===== src/rtl/pc_pkg.sv =====
// Shared types and default widths for the sequencing program counter.
package pc_pkg;

  localparam int unsigned PC_D_DEF         = 12;
  localparam int unsigned PC_OFS_W_DEF     = 8;
  localparam int unsigned PC_RAS_DEPTH_DEF = 4;

  // Branch operation presented by decode each cycle.
  typedef enum logic [2:0] {
    NOP  = 3'b000,
    JMP  = 3'b001,
    BT   = 3'b010,
    BF   = 3'b011,
    RBT  = 3'b100,
    CALL = 3'b101,
    RET  = 3'b110,
    HALT = 3'b111
  } br_op_t;

endpackage


===== src/rtl/pc_ras.sv =====
// Circular hardware return-address stack with saturating count and sticky
// overflow/underflow flags. push and pop are expected to be mutually exclusive.
module pc_ras
  import pc_pkg::*;
#(
  parameter int unsigned D         = PC_D_DEF,
  parameter int unsigned RAS_DEPTH = PC_RAS_DEPTH_DEF
) (
  input  logic                         clk,
  input  logic                         reset,
  input  logic                         push,
  input  logic                         pop,
  input  logic [D-1:0]                 push_val,
  output logic [D-1:0]                 pop_val_c,
  output logic [$clog2(RAS_DEPTH):0]   count,
  output logic                         ovf,
  output logic                         unf
);

  localparam int unsigned PW = $clog2(RAS_DEPTH);
  localparam int unsigned CW = PW + 1;

  logic [D-1:0]  mem [RAS_DEPTH];
  logic [PW-1:0] wp;
  logic [PW-1:0] wp_dec;
  logic          full;
  logic          empty;

  assign wp_dec    = wp - PW'(1);
  assign full      = (count == CW'(RAS_DEPTH));
  assign empty     = (count == '0);
  assign pop_val_c = mem[wp_dec];

  // Entry storage; contents need no reset since count gates every read.
  always_ff @(posedge clk) begin
    if (push) begin
      mem[wp] <= push_val;
    end
  end

  // Pointer, occupancy and sticky error flags.
  always_ff @(posedge clk) begin
    if (reset) begin
      wp    <= '0;
      count <= '0;
      ovf   <= 1'b0;
      unf   <= 1'b0;
    end else if (push) begin
      wp <= wp + PW'(1);
      if (full) begin
        ovf <= 1'b1;
      end else begin
        count <= count + CW'(1);
      end
    end else if (pop) begin
      if (empty) begin
        unf <= 1'b1;
      end else begin
        wp    <= wp_dec;
        count <= count - CW'(1);
      end
    end
  end

endmodule


===== src/rtl/pc_seq_ras.sv =====
// Fetch-stage program counter with absolute/relative branches, call/return
// through a return-address stack, and a pipeline stall.
// Optional halt support is enabled by defining PC_SEQ_HALT_EN.
module pc_seq_ras
  import pc_pkg::*;
#(
  parameter int unsigned D         = PC_D_DEF,
  parameter int unsigned OFS_W     = PC_OFS_W_DEF,
  parameter int unsigned RAS_DEPTH = PC_RAS_DEPTH_DEF
) (
  input  logic                         clk,
  input  logic                         reset,
  input  logic                         stall,
  input  logic [2:0]                   br_op,
  input  logic                         jcnd,
  input  logic [D-1:0]                 target,
  input  logic [OFS_W-1:0]             offset,
  output logic [D-1:0]                 prog_ctr,
  output logic [$clog2(RAS_DEPTH):0]   ras_count,
  output logic                         ras_ovf,
  output logic                         ras_unf,
  output logic                         halted
);

  br_op_t                  op;
  logic                    advance_c;
  logic signed [OFS_W-1:0] ofs_s;
  logic [D-1:0]            ofs_ext;
  logic [D-1:0]            pc_inc;
  logic [D-1:0]            pc_nxt;
  logic [D-1:0]            pop_val_c;
  logic                    push;
  logic                    pop;

  assign op        = br_op_t'(br_op);
  assign ofs_s     = offset;
  assign ofs_ext   = D'(ofs_s);
  assign pc_inc    = prog_ctr + D'(1);
  assign advance_c = !reset && !stall && !halted;

  // Next-pc selection and stack requests for the current branch op.
  always_comb begin
    pc_nxt = prog_ctr;
    push   = 1'b0;
    pop    = 1'b0;
    if (advance_c) begin
      pc_nxt = pc_inc;
      case (op)
        NOP: ;
        JMP: pc_nxt = target;
        BT:  if (jcnd) pc_nxt = target;
        BF:  if (!jcnd) pc_nxt = target;
        RBT: if (jcnd) pc_nxt = prog_ctr + ofs_ext;
        CALL: begin
          push   = 1'b1;
          pc_nxt = target;
        end
        RET: begin
          pop = 1'b1;
          if (ras_count != '0) pc_nxt = pop_val_c;
        end
`ifdef PC_SEQ_HALT_EN
        HALT: pc_nxt = prog_ctr;
`else
        HALT: ;
`endif
        default: ;
      endcase
    end
  end

  // Program counter register.
  always_ff @(posedge clk) begin
    if (reset) begin
      prog_ctr <= '0;
    end else begin
      prog_ctr <= pc_nxt;
    end
  end

`ifdef PC_SEQ_HALT_EN
  // Halt latch; only reset releases it.
  always_ff @(posedge clk) begin
    if (reset) begin
      halted <= 1'b0;
    end else if (advance_c && (op == HALT)) begin
      halted <= 1'b1;
    end
  end
`else
  assign halted = 1'b0;
`endif

  pc_ras #(
    .D         (D),
    .RAS_DEPTH (RAS_DEPTH)
  ) u_ras (
    .clk       (clk),
    .reset     (reset),
    .push      (push),
    .pop       (pop),
    .push_val  (pc_inc),
    .pop_val_c (pop_val_c),
    .count     (ras_count),
    .ovf       (ras_ovf),
    .unf       (ras_unf)
  );

endmodule


===== config.mk =====
export PLATFORM = sky130hd
export DESIGN_NAME = pc_seq_ras
export DESIGN_NICKNAME = d
export VERILOG_FILES = /design/src/rtl/pc_pkg.sv /design/src/rtl/pc_ras.sv /design/src/rtl/pc_seq_ras.sv
export SDC_FILE = /design/constraint.sdc
export NUM_CORES = 1
export LEC_CHECK = 0
export CAP_MARGIN = 25
export CORE_MARGIN = 2
export CORE_UTILIZATION = 57
export CTS_CLUSTER_SIZE = 16
export DETAILED_ROUTE_END_ITERATION = 10
export PLACE_DENSITY = 0.84
export SLEW_MARGIN = 10
export SYNTH_ARGS = -nofsm -noshare
export SYNTH_HDL_FRONTEND = slang
export SYNTH_SLANG_ARGS = --single-unit
export TNS_END_PERCENT = 10

===== constraint.sdc =====
create_clock -name clk -period 5 [get_ports clk]
set_clock_uncertainty 0.2 [all_clocks]
set_input_delay 0.75 -clock clk [delete_from_list [all_inputs] [get_ports clk]]
set_output_delay 0.75 -clock clk [all_outputs]
set_load 0.005 [all_outputs]

==> impl_metrics.csv <==
group,metric,value,unit
final_layout,nets,491,
routing,avgViaCountPerCell,6.51,
power,leakagePower,1.67,nW
logic_synthesis,yosysTopAreaCellShare,0.346,
logic_synthesis,yosysSeqAreaShare,0.438,
cts,cts.repair.resized,0,
sta,final-hold-violation-count,0,
power,power.density,269,nW/µm²
logic_synthesis,ys_seq_elements,67,
logic_synthesis,synth_fp_nets,454,
power,total_power,1.30,mW
cts,cts_root_buffer,"clkbuf_8",
sta,max_slew_margin,0.447,
cts,cts.hold.buffers_added,0,
power,p_sw,0.363,mW
placed_design,dp_hpwl,7930,µm
floorplanning,dieArea,8000,µm²
worst_setup_path,startpoint,"br_op[0]",
hold_path,hold_start,"u_ras.unf$_SDFFE_PP0P_",
final_layout,drive_gt1_frac,0.0820,
floorplanning,fp.coreArea,7180,µm²
power,sequentialPowerShare,0.481,
sta,tightest_slew,822,ps
power,ir_drop,0.000169,V
logic_synthesis,yosys.area.top_type,"edfxtp_1",
sta,fmax,295,MHz
status,outcome,"finished clean",
cts,cts_max_level,3,
worst_setup_path,critPathRequiredTime,5090,ps
cts,clk-insertion-delay-late,360,ps
global_routing,grt_pass1_vias,3314,
logic_synthesis,yosys_warnings,0,
cts,path_clk_slew,80,ps
power,p_comb_frac,0.177,
routing,ant_nets,0,
global_routing,antenna_found_initial,0,
floorplanning,die_y,89.5,µm
sta,finalWorstSetupSlack,1610,ps
logic_synthesis,yosys-top-cells-area,"edfxtp_1, dfxtp_1, mux4_2",
cts,clkSinkCount,67,
hold_path,hp-class,"register to register",
cts,cts_buffers,9,
routing,avgRoutedWirePerCell,20.0,µm
global_routing,grt_use_total,0.291,
run,cap_violations,0,
sta,fin_crit,3390,ps
sta,finalSetupTns,0,ps
floorplanning,initial_utilization,0.580,
global_routing,grt_max_degree,24,
final_layout,post-route-util,0.676,
power,p_int,0.939,mW
logic_synthesis,synth-edff-count,48,
logic_synthesis,syn_area,4160,µm²
floorplanning,ios,45,
worst_setup_path,r2r_start,"u_ras.wp[0]$_SDFFE_PP0P_",
worst_setup_path,path_class,"input pin to register",
routing,dr.pass1.iters,5,
worst_setup_path,cp_max_fo,21,
sta,setup_violations,0,
global_routing,grt-ovfl-total,0,
global_routing,grt_pass1_wl,16800,µm
sta,rsz0062_at_grt,"false",
worst_setup_path,cp-end-kind,"register",
cts,cts_tree,"built",
cts,postCtsSetupRepairBufs,0,
logic_synthesis,synthArstFlopShare,0,
routing,drcViolationCount,0,
worst_setup_path,cp_data_arrival_time,3480,ps
final_layout,synthToLayoutAreaGrowth,16.4,%
worst_setup_path,startpoint_type,"input pin",
logic_synthesis,synthFlopType,"edfxtp_1",
routing,num_vias,3583,
floorplanning,num_rows,31,
floorplanning,die_w,89.5,µm
power,clkPwrFrac,0.343,
placed_design,dp_slack,1270,ps
sta,min_period_over_period,0.677,
routing,dr.first_iter.drc_count,375,
cts,cts_max_path_buffers,2,
logic_synthesis,yosysUniqueCellTypes,58,
logic_synthesis,syn_inst,409,
placed_design,port_buffers,43,
routing,wl,11000,µm
sta,report.final.slew_viol_count,0,
final_layout,n_antenna_cell,0,
placed_design,gp_congestion,0.946,
logic_synthesis,synth_area_per_cell,10.2,µm²
power,swShare,0.279,
-- critical path: stages --
cell and delay, ps:
clkdlybuf4s50_1 860, inv_1 320, nor3_4 390, inv_1 170, fa_1 400, xnor2_1 140, or3_1 300, a21oi_1 130
-- area by class of cell --
cell class,instances,area [µm²]
inverter,16,60.1
tap,99,124
clock inverter,6,65.1
sequential,67,1820
multi-input combinational,305,2190
timing repair buffer,47,460
fill,556,2330
clock buffer,10,128
-- final timing paths --
| kind | endpoint | slack, ps | depth (start not counted) |
|---|---|---|---|
| worst min-delay path | u_ras.unf$_SDFFE_PP0P_ | 270 | 2 |
| worst max-delay path | u_ras.count[2]$_SDFFE_PP0P_ | 1610 | 8 |
| worst min register to register | u_ras.unf$_SDFFE_PP0P_ | 270 | 2 |
| worst max register to register | prog_ctr[8]$_SDFFE_PP0P_ | 1880 | 8 |
-- synthesized netlist by cell type, types with 3 or more instances --
cell type and number:
and3_1 4, a311oi_1 3, o211ai_1 7, clkbuf_1 16, inv_1 16, a211oi_1 7
o31ai_1 3, xnor2_1 15, mux4_2 12, or3_1 6, o22ai_1 4, a31oi_1 7
ha_1 16, a221oi_1 8, a21o_1 7, dfxtp_1 19, nor2_1 24, edfxtp_1 48
nand2_1 37, a21oi_1 32, and2_1 8, nor2b_1 9, xor2_1 5, nor3_1 5
nand3_1 11, o21a_1 4, o21ai_0 23, nand4_1 6, nand2b_1 7
-- logic make-up (layout without fill, tap and decap cells) --
| group | count (synthesis) | in the layout | synth area share |
|---|---|---|---|
| compound gates | 128 | 128 | 0.206 |
| simple gates | 124 | 124 | 0.149 |
| flops | 67 | 67 | 0.438 |
| buf+inv | 37 | 79 | 0.0367 |
| xor+xnor | 20 | 20 | 0.0421 |
| fa+ha+maj | 18 | 18 | 0.0577 |
| mux | 14 | 14 | 0.0697 |
| other cells | 1 | 1 | 0.000901 |
-- power groups by stage --
stage               combinational (mW)  sequential [mW]  clock [mW]
floorplan                        0.142            0.633           0
global placement                 0.220            0.638           0
detailed placement               0.224            0.638           0
CTS                              0.225            0.625       0.450
global route                     0.249            0.628       0.475
finish                           0.230            0.626       0.447
-- layer usage --
layer | track usage | share of wire | vias to the layer above
met5 | 0 | 0 | -
met4 | 0.126 | 0.033 | 0
li1 | - | - | 1641
met3 | 0.0794 | 0.10 | 34
met2 | 0.434 | 0.46 | 230
met1 | 0.401 | 0.41 | 1678
-- state kept, by name, indices dropped and copies added (netlist names) --
register     cells
prog_ctr        12
u_ras.count      3
u_ras.mem       48
u_ras.ovf        1
u_ras.unf        1
u_ras.wp         2
-- stage by stage --
stage                     instances  hold WS, ps  cell area, µm²
after floorplan                 409          261            4160
after global placement          534          255            4650
after detailed placement        534          264            4650
after CTS                       550          282            4850
after global routing            550          308            4850
final                           550          273            4850
-- layout by cell type, fill, tap and decap left out, types with 3 or more instances in the layout --
master           netlist  routed
a31oi_1                7       7
nor3_1                 5       5
and3_1                 4       4
o21a_1                 4       4
a221oi_1               8       8
and2_1                 8       8
inv_1                 16      16
buf_4                  1       4
mux4_2                12      12
a21o_1                 7       7
clkbuf_8               0       9
nand3_1               11      11
nand4_1                6       6
xor2_1                 5       5
xnor2_1               15      15
o31ai_1                3       3
dfxtp_1               19      19
o21ai_0               23      23
or3_1                  6       6
a21oi_1               32      32
nand2b_1               7       7
a211oi_1               7       7
nor2_1                24      24
o211ai_1               7       7
edfxtp_1              48      48
a311oi_1               3       3
nand2_1               37      37
o22ai_1                4       4
clkdlybuf4s50_1        0      43
ha_1                  16      16
nor2b_1                9       9
No activity file was read; power rests on OpenSTA's default activity.
